<file path="src/rtl/rx_deframer.sv">
// rx_deframer: HDLC receive deframer (flag/abort detection, zero de-stuffing, byte assembly).
// Define RX_FRAME_ERROR_EN to add Rx_FrameError on flags that end a frame mid-byte.
module rx_deframer (
    input  logic       Clk,
    input  logic       Rst,
    input  logic       Rx,
    input  logic       RxEN,
    output logic [7:0] Rx_Data,
    output logic       Rx_NewByte,
    output logic       Rx_ValidFrame,
    output logic       Rx_FlagDetect,
    output logic       Rx_AbortDetect,
    output logic       Rx_StartFCS,
    output logic       Rx_StopFCS,
    output logic       ZeroDetect,
    output logic       Rx_FrameError
);
    typedef enum logic [1:0] {HUNT, SYNC, DATA} stateT;
    stateT state, stateNext;
    logic [7:0] raw, mask, shiftReg, rawNext, shiftNext;
    logic [2:0] fillCnt, rawOnes, ones, bitCnt, bitNext;
    logic flag, abort, stuffed, keep, byteDone, startNext, stopNext, zeroNext;

    // raw[0] is the bit about to leave; it reaches the data path only if mask[0] is set
    always_comb begin
        rawNext   = {Rx, raw[7:1]};
        flag      = RxEN && fillCnt == 3'd7 && rawNext == 8'h7E;
        abort     = RxEN && Rx && rawOnes == 3'd6;
        stuffed   = mask[0] && !raw[0] && ones == 3'd5;
        keep      = RxEN && mask[0] && !stuffed;
        bitNext   = keep ? bitCnt + 3'd1 : bitCnt;
        byteDone  = keep && bitCnt == 3'd7 && state == DATA && !abort;
        shiftNext = keep ? {raw[0], shiftReg[7:1]} : shiftReg;
        startNext = RxEN && !abort && !flag && state == SYNC && mask[0];
        stopNext  = flag && state == DATA;
        zeroNext  = RxEN && stuffed && !abort;
        stateNext = abort ? HUNT : flag ? SYNC : startNext ? DATA : state;
    end

    always_ff @(posedge Clk or posedge Rst) begin
        if (Rst)
            state <= HUNT;
        else
            state <= stateNext;
    end

    assign Rx_ValidFrame = state == DATA;

    always_ff @(posedge Clk or posedge Rst) begin
        if (Rst) begin
            raw            <= '0;
            mask           <= '0;
            shiftReg       <= '0;
            fillCnt        <= '0;
            rawOnes        <= '0;
            ones           <= '0;
            bitCnt         <= '0;
            Rx_Data        <= '0;
            Rx_NewByte     <= 1'b0;
            Rx_FlagDetect  <= 1'b0;
            Rx_AbortDetect <= 1'b0;
            Rx_StartFCS    <= 1'b0;
            Rx_StopFCS     <= 1'b0;
            ZeroDetect     <= 1'b0;
        end else begin
            Rx_NewByte     <= byteDone;
            Rx_FlagDetect  <= flag;
            Rx_AbortDetect <= abort;
            Rx_StartFCS    <= startNext;
            Rx_StopFCS     <= stopNext;
            ZeroDetect     <= zeroNext;
            if (byteDone)
                Rx_Data <= shiftNext;
            if (RxEN) begin
                raw      <= rawNext;
                shiftReg <= shiftNext;
                fillCnt  <= fillCnt == 3'd7 ? fillCnt : fillCnt + 3'd1;
                rawOnes  <= !Rx ? 3'd0 : rawOnes == 3'd7 ? rawOnes : rawOnes + 3'd1;
                mask     <= (flag || abort) ? 8'h00 : {state != HUNT, mask[7:1]};
                ones     <= (flag || abort) ? 3'd0 : !mask[0] ? ones : raw[0] ? ones + 3'd1 : 3'd0;
                bitCnt   <= (flag || abort) ? 3'd0 : bitNext;
            end
        end
    end

`ifdef RX_FRAME_ERROR_EN
    always_ff @(posedge Clk or posedge Rst) begin
        if (Rst)
            Rx_FrameError <= 1'b0;
        else
            Rx_FrameError <= stopNext && bitNext != 3'd0;
    end
`else
    assign Rx_FrameError = 1'b0;
`endif
endmodule
</file>
<file path="config.mk">
export PLATFORM = sky130hd
export DESIGN_NAME = rx_deframer
export DESIGN_NICKNAME = d
export VERILOG_FILES = /design/src/rtl/rx_deframer.sv
export SDC_FILE = /design/constraint.sdc
export NUM_CORES = 1
export LEC_CHECK = 0
export CAP_MARGIN = 20
export CORE_MARGIN = 10
export CORE_UTILIZATION = 28
export CTS_BUF_LIST = sky130_fd_sc_hd__clkbuf_2
export DETAILED_ROUTE_END_ITERATION = 8
export DONT_BUFFER_PORTS = 1
export GPL_ROUTABILITY_DRIVEN = 1
export PLACE_DENSITY_LB_ADDON = 0.2
export SLEW_MARGIN = 20
export SYNTH_ARGS = -nofsm -noshare
export SYNTH_HDL_FRONTEND = slang
export SYNTH_SLANG_ARGS = --single-unit
</file>
<file path="constraint.sdc">
create_clock -name Clk -period 2 [get_ports Clk]
set_input_delay 0.6 -clock Clk [delete_from_list [all_inputs] [get_ports Clk]]
set_output_delay 0.6 -clock Clk [all_outputs]
set_load 0.01 [all_outputs]
</file>
==> out/results.ini, run 1 <==
[route]
firstDrtPassIters = 4
drt-wirelength-per-cell_um = 14.7
drcViolationCount = 0
dr.first_iter.drc_count = 55
via_count = 1369
detail-route-antenna-nets = 0
vias_per_cell = 4.89
postRouteWirelength_mm = 4.10

[logic_synthesis]
synth_enable_flop_cells = 0
postSynthRegisterBits = 51
syn-cell-area_um2 = 2210
synth_fp_nets = 186
ys_top_cells_by_area = sky130_fd_sc_hd__dfrtp_1 58%, sky130_fd_sc_hd__mux2_2 11%, sky130_fd_sc_hd__ha_1 5.1%
synth_top_area_share_pct = 57.8
ys_warn_count = 0
synth_area_leader_cell = sky130_fd_sc_hd__dfrtp_1
post_synth_inst_count = 173
postSynthAreaPerCell_um2 = 12.8
seq_area_frac_synth_pct = 57.8
synthFlopType = sky130_fd_sc_hd__dfrtp_1
synth.distinct_cells = 36
async_flop_share_pct = 100

[clock_network]
cts.hold.buffers_added = 0
clock-root-buffer = sky130_fd_sc_hd__clkbuf_2
cts.sink_count = 51
worst_path_clk_slew_ns = 0.26
cts.repair_timing.setup_buffer_count = 0
clock_insertion_delay_worst_skew_ns = 0.44
tritoncts = done
cts-root-to-sink-buffers = 2
cts.htree.levels = 2
cts.repair.resized = 0
cts_bufs_inserted = 5

[power_and_ir_drop]
power_per_cell_area_nw_per_um2 = 812
power_w = 0.00196
static-leakage-power_nw = 1.10
vdd_ir_drop_max_uv = 335

[sta]
timing.final.max_slew_violations = 0
final.setup.tns_ns = 0
rsz0062_at_grt = false
maxClockFrequency_ghz = 0.532
max-slew-margin-rel_pct = 64.3
period_needed_ns = 1.88
tightest_slew_ns = 0.535
setup_viol_count_final = 0
clock_skew_ns = 0.0325
final_min_period_over_clock_period_pct = 93.9
timing_hold_violations_final = 0

[finish]
layout_common_cells = 51 x sky130_fd_sc_hd__dfrtp_1, 22 x sky130_fd_sc_hd__mux2_2, 10 x sky130_fd_sc_hd__nand2_1
fillerInstances = 806
ff_latch_area_um2 = 1280
insertedDiodeCount = 0
postLayoutCellArea_um2 = 2420
final_nets = 191
flow.area_growth_from_synthesis_pct = 9.47
final_layout_size_suffix_gt1_share_pct = 23.0
multi_input_gate_area_in_the_final_layout_um2 = 862
mostFrequentLayoutCell = sky130_fd_sc_hd__dfrtp_1

[grt]
grt_antenna_before_repair = 0
grtUsageTotal_pct = 7.49
grt_first_pass_wirelength_mm = 6.93
largest_net_degree_at_the_start_of_global_routing = 28
gr-total-overflow = 0
first_global_vias = 1429

[placement]
detailed_place.area_um2 = 2350
gp_congestion = 0.716
port_bufs = 0
dpl.hpwl_mm = 2.95

[setup_path]
cp.arrival_ns = 2.22
path_max_fanout = 9
cpPeakStageDelay_ns = 0.47
worstPathRequired_ns = 2.34
worst_setup_path_startpoint = ones[0]$_DFFE_PP0P_
critical_path.reg2reg.startpoint = ones[0]$_DFFE_PP0P_
critPathCaptureType = flip-flop
element_type_at_the_critical_path_start = flip-flop
timing_worst_setup_path_type = reg2reg
timing.critical_path.slowest_stage_cell = sky130_fd_sc_hd__dfrtp_1
path_cells = ha_1, and3b_2, nor4_4, buf_4, mux2_2

[die]
placement_rows = 32
dieHeight_um = 109
die-area_um2 = 11800
die-width_um = 109
floorplan.io_pins = 20
start_util_pct = 28.7
coreArea_um2 = 7690

[run]
timing.max_cap.violations = 0

[worst_hold_path]
hold_path_class = in2async

[outcome]
status = finished, final reports clean

power by group:
group / internal, W / leakage [nW] / switching, W / total [W]
registers: 0.00114 / 0.676 / 0.0000791 / 0.00121
logic: 0.000127 / 0.390 / 0.000108 / 0.000235
clock network: 0.000204 / 0.0350 / 0.000309 / 0.000513
metrics by stage:
step / utilization [%] / hold slack (ns) / std cells / setup slack (ns)
2_1_floorplan: - / 0.448 / 173 / 0.129
3_3_place_gp: 30.6 / 0.461 / 273 / 0.220
3_5_place_dp: 30.6 / 0.470 / 273 / 0.145
4_1_cts: 31.4 / 0.0273 / 280 / 0.112
5_1_grt: 31.4 / 0.0333 / 280 / 0.0609
6_report: 31.4 / 0.0360 / 280 / 0.121
kinds of logic (layout without fill, tap and decap cells):
group,after synthesis,count (layout),share of synthesized area [%]
and+or+nand+nor,42,42,12.4
other,1,1,0.170
buffers and inverters,16,21,3.12
muxes,22,22,11.2
DFF,51,51,57.8
xor gates and xnor gates,1,1,0.397
AOI/OAI and AO/OA,31,31,9.75
adders and majority gates,9,9,5.10
area by class of cell:
type	count	share of cell area, %
inverter	8	1.24
clock buffer	5	1.04
sequential	51	52.8
clock inverter	2	1.55
timing repair buffer	6	2.38
tap	102	5.28
multi-input combinational	106	35.7
flip-flops by register name, summed over array words and instances, names as in the netlist:
name,cells
Rx_StopFCS,1
Rx_NewByte,1
mask,8
Rx_AbortDetect,1
fillCnt,3
ones,3
Rx_FlagDetect,1
state,2
bitCnt,3
shiftReg,7
ZeroDetect,1
Rx_StartFCS,1
rawOnes,3
raw,8
Rx_Data,8
routing by layer:
metal	wire length (µm)	share of wire (%)	global-route usage, %
met2	2030	49	11.9
met3	241	5.9	2.71
met1	1740	42	8.52
met5	0	0	0
met4	92	2.2	4.33
critical path, delay by kind of cell, from the launching register on:
kind                     cells  cell delay (ns)
adder cells (fa/ha/maj)      1             0.25
buffers and inverters        1             0.22
flip-flops                   1             0.47
multiplexers                 1             0.35
AND/OR/NAND/NOR              2             0.50
synth_stat cells, drive strengths merged (2+ instances only):
cell,instances
ha,9
nand4b,3
o21a,2
nor3,4
clkbuf,2
mux2,22
inv,7
nor4,2
buf,6
nor2b,2
o21ai,9
nand2,10
a21oi,3
nand3,9
or3,2
a211oi,5
o2bb2ai,8
and2,2
nand3b,3
dfrtp,51
worst paths after layout:
| kind | to | slack, ns | cells after the start |
|---|---|---|---|
| max reg2reg | Rx_Data[4]$_DFFE_PP0P_ | 0.12 | 5 |
| min reg2reg | fillCnt[0]$_DFFE_PP0P_ | 0.50 | 1 |
| min in group Clk | raw[0]$_DFFE_PP0P_ | 0.25 | 1 |
| max in group asynchronous | Rx_FlagDetect$_DFF_PP0_ | 1.40 | 2 |
| max | Rx_Data[4]$_DFFE_PP0P_ | 0.12 | 5 |
| min | bitCnt[1]$_DFFE_PP0P_ | 0.04 | 1 |
Note: power is estimated with default switching activity, not from simulation.
==> run 2: changes to the inputs <==
--- a/config.mk
+++ b/config.mk
@@ -6,13 +6,16 @@
 export NUM_CORES = 1
 export LEC_CHECK = 0
 export CAP_MARGIN = 20
+export CELL_PAD_IN_SITES_DETAIL_PLACEMENT = 2
+export CELL_PAD_IN_SITES_GLOBAL_PLACEMENT = 2
 export CORE_MARGIN = 10
-export CORE_UTILIZATION = 28
+export CORE_UTILIZATION = 45
 export CTS_BUF_LIST = sky130_fd_sc_hd__clkbuf_2
 export DETAILED_ROUTE_END_ITERATION = 8
 export DONT_BUFFER_PORTS = 1
 export GPL_ROUTABILITY_DRIVEN = 1
 export PLACE_DENSITY_LB_ADDON = 0.2
+export SETUP_SLACK_MARGIN = 0.2
 export SLEW_MARGIN = 20
 export SYNTH_ARGS = -nofsm -noshare
 export SYNTH_HDL_FRONTEND = slang
==> run 2 against run 1 <==
Net effect:
- combinational power is 11% higher
- critical path type unchanged
- via count is 2.9% higher
- sequential power hardly changed
- non-clock buffer count is 9 higher
- hold slack worse by 0.0077 ns
- global-route usage is 5.4 points higher
- critical path depth stayed put
- clock-buffer cell count stayed put
- critical endpoint is now Rx_Data[3]$_DFFE_PP0P_
- core utilization is 21 points higher
- cell count is 8.9% lower
==> out/results.ini, run 2 (synthesis gave the netlist of run 1 again) <==
[route]
drt-wirelength-per-cell_um = 19.5
drcViolationCount = 0
firstDrtPassIters = 4
vias_per_cell = 5.53
postRouteWirelength_mm = 4.98
dr.first_iter.drc_count = 60
detail-route-antenna-nets = 0
via_count = 1409

[run]
timing.max_cap.violations = 0

[sta]
setup_viol_count_final = 0
maxClockFrequency_ghz = 0.565
timing_hold_violations_final = 0
final_min_period_over_clock_period_pct = 88.5
period_needed_ns = 1.77
timing.final.max_slew_violations = 0
clock_skew_ns = 0.0431
final.setup.tns_ns = 0
rsz0062_at_grt = true

[finish]
registers_with_the_most_flip_flops = Rx_Data (8), mask (8), raw (8)
postLayoutCellArea_um2 = 2480
ff_latch_area_um2 = 1280
layout_common_cells = 49 x sky130_fd_sc_hd__dfrtp_1, 21 x sky130_fd_sc_hd__mux2_2, 13 x sky130_fd_sc_hd__buf_4, 10 x sky130_fd_sc_hd__nand2_1
final_nets = 200
mostFrequentLayoutCell = sky130_fd_sc_hd__dfrtp_1
insertedDiodeCount = 0
flow.area_growth_from_synthesis_pct = 12.2
finish.cell_count_without_fillers = 255
fillerInstances = 468
multi_input_gate_area_in_the_final_layout_um2 = 888
final_layout_size_suffix_gt1_share_pct = 29.8

[grt]
largest_net_degree_at_the_start_of_global_routing = 52
grtUsageTotal_pct = 12.8
gr-total-overflow = 0
first_global_vias = 1599
grt_antenna_before_repair = 0
grt_first_pass_wirelength_mm = 8.48

[clock_network]
worst_path_clk_slew_ns = 0.28
cts-root-to-sink-buffers = 2
clock-root-buffer = sky130_fd_sc_hd__clkbuf_2
cts.hold.buffers_added = 0
cts_bufs_inserted = 5
cts.htree.levels = 2
clock_insertion_delay_worst_skew_ns = 0.45
tritoncts = done
cts.sink_count = 51

[setup_path]
timing_worst_setup_path_type = reg2reg
worstPathRequired_ns = 2.33
critPathCaptureType = flip-flop
worstRegToRegCells = 5
path_max_fanout = 8
cp.arrival_ns = 2.10
element_type_at_the_critical_path_start = flip-flop

[placement]
dpl.hpwl_mm = 3.29
dp.cells = 239
detailed_place.area_um2 = 2320
port_bufs = 0
gp_congestion = 0.730

[die]
coreArea_um2 = 4720
floorplan.io_pins = 20
start_util_pct = 46.7
die-width_um = 90.0
placement_rows = 25
dieHeight_um = 90.0
die-area_um2 = 8110

[power_and_ir_drop]
static-leakage-power_nw = 1.15
vdd_ir_drop_max_uv = 370
power_per_cell_area_nw_per_um2 = 810

[worst_hold_path]
hold_path_class = in2async

[outcome]
status = finished, final reports clean

-- run 2: cell type report --
cell class	count	share of cell area [%]
Inverter	8	1.36
Sequential cell	51	51.6
Timing Repair Buffer	15	5.20
Multi-Input combinational cell	106	35.9
Tap cell	67	3.38
Clock inverter	3	1.57
Clock buffer	5	1.01
-- run 2: critical path, stage by stage (launching register included) --
cell and delay [ns]:
sky130_fd_sc_hd__dfrtp_1 0.48, sky130_fd_sc_hd__ha_4 0.18, sky130_fd_sc_hd__and3b_2 0.22, sky130_fd_sc_hd__nor4_4 0.26, sky130_fd_sc_hd__buf_6 0.18, sky130_fd_sc_hd__mux2_2 0.34
-- run 2: worst paths after layout --
check,start,endpoint,slack (ns)
min reg2reg,fillCnt[0]$_DFFE_PP0P_,fillCnt[0]$_DFFE_PP0P_,0.49
min in group Clk,RxEN,raw[0]$_DFFE_PP0P_,0.26
min,Rst,state[0]$_DFFE_PP0P_,0.03
max,ones[0]$_DFFE_PP0P_,Rx_Data[3]$_DFFE_PP0P_,0.23
max in group asynchronous,Rst,state[1]$_DFFE_PP0P_,1.69
max reg2reg,ones[0]$_DFFE_PP0P_,Rx_Data[3]$_DFFE_PP0P_,0.23
-- run 2: repair_timing --
action                     CTS  global route
buffers inserted             6             2
resized for setup            4             4
setup endpoints to repair    8             8
pin swaps                    1             1
-- run 2: metal layers --
layer | vias to the layer above | wire length [µm] | GRT usage (%)
met1 | 740 | 2010 | 13.4
li1 | 647 | - | -
met2 | 18 | 2720 | 24.3
met3 | 4 | 197 | 3.66
met5 | - | 0 | 0
met4 | 0 | 46 | 3.58
-- run 2: power breakdown --
part           switching (W)  internal (W)
clock               0.000323      0.000205
sequential         0.0000835       0.00114
combinational       0.000119      0.000141
-- run 2: stage by stage --
stage | utilization, % | hold slack, ns | power, W | setup WS [ns]
4_1_cts | 51.7 | 0.0287 | 0.00203 | 0.200
5_1_grt | 52.5 | 0.00396 | 0.00215 | 0.166
6_report | 52.5 | 0.0283 | 0.00201 | 0.231
3_3_place_gp | 49.2 | 0.461 | 0.00144 | 0.221
2_1_floorplan | - | 0.448 | 0.00141 | 0.162
3_5_place_dp | 49.2 | 0.470 | 0.00148 | 0.147
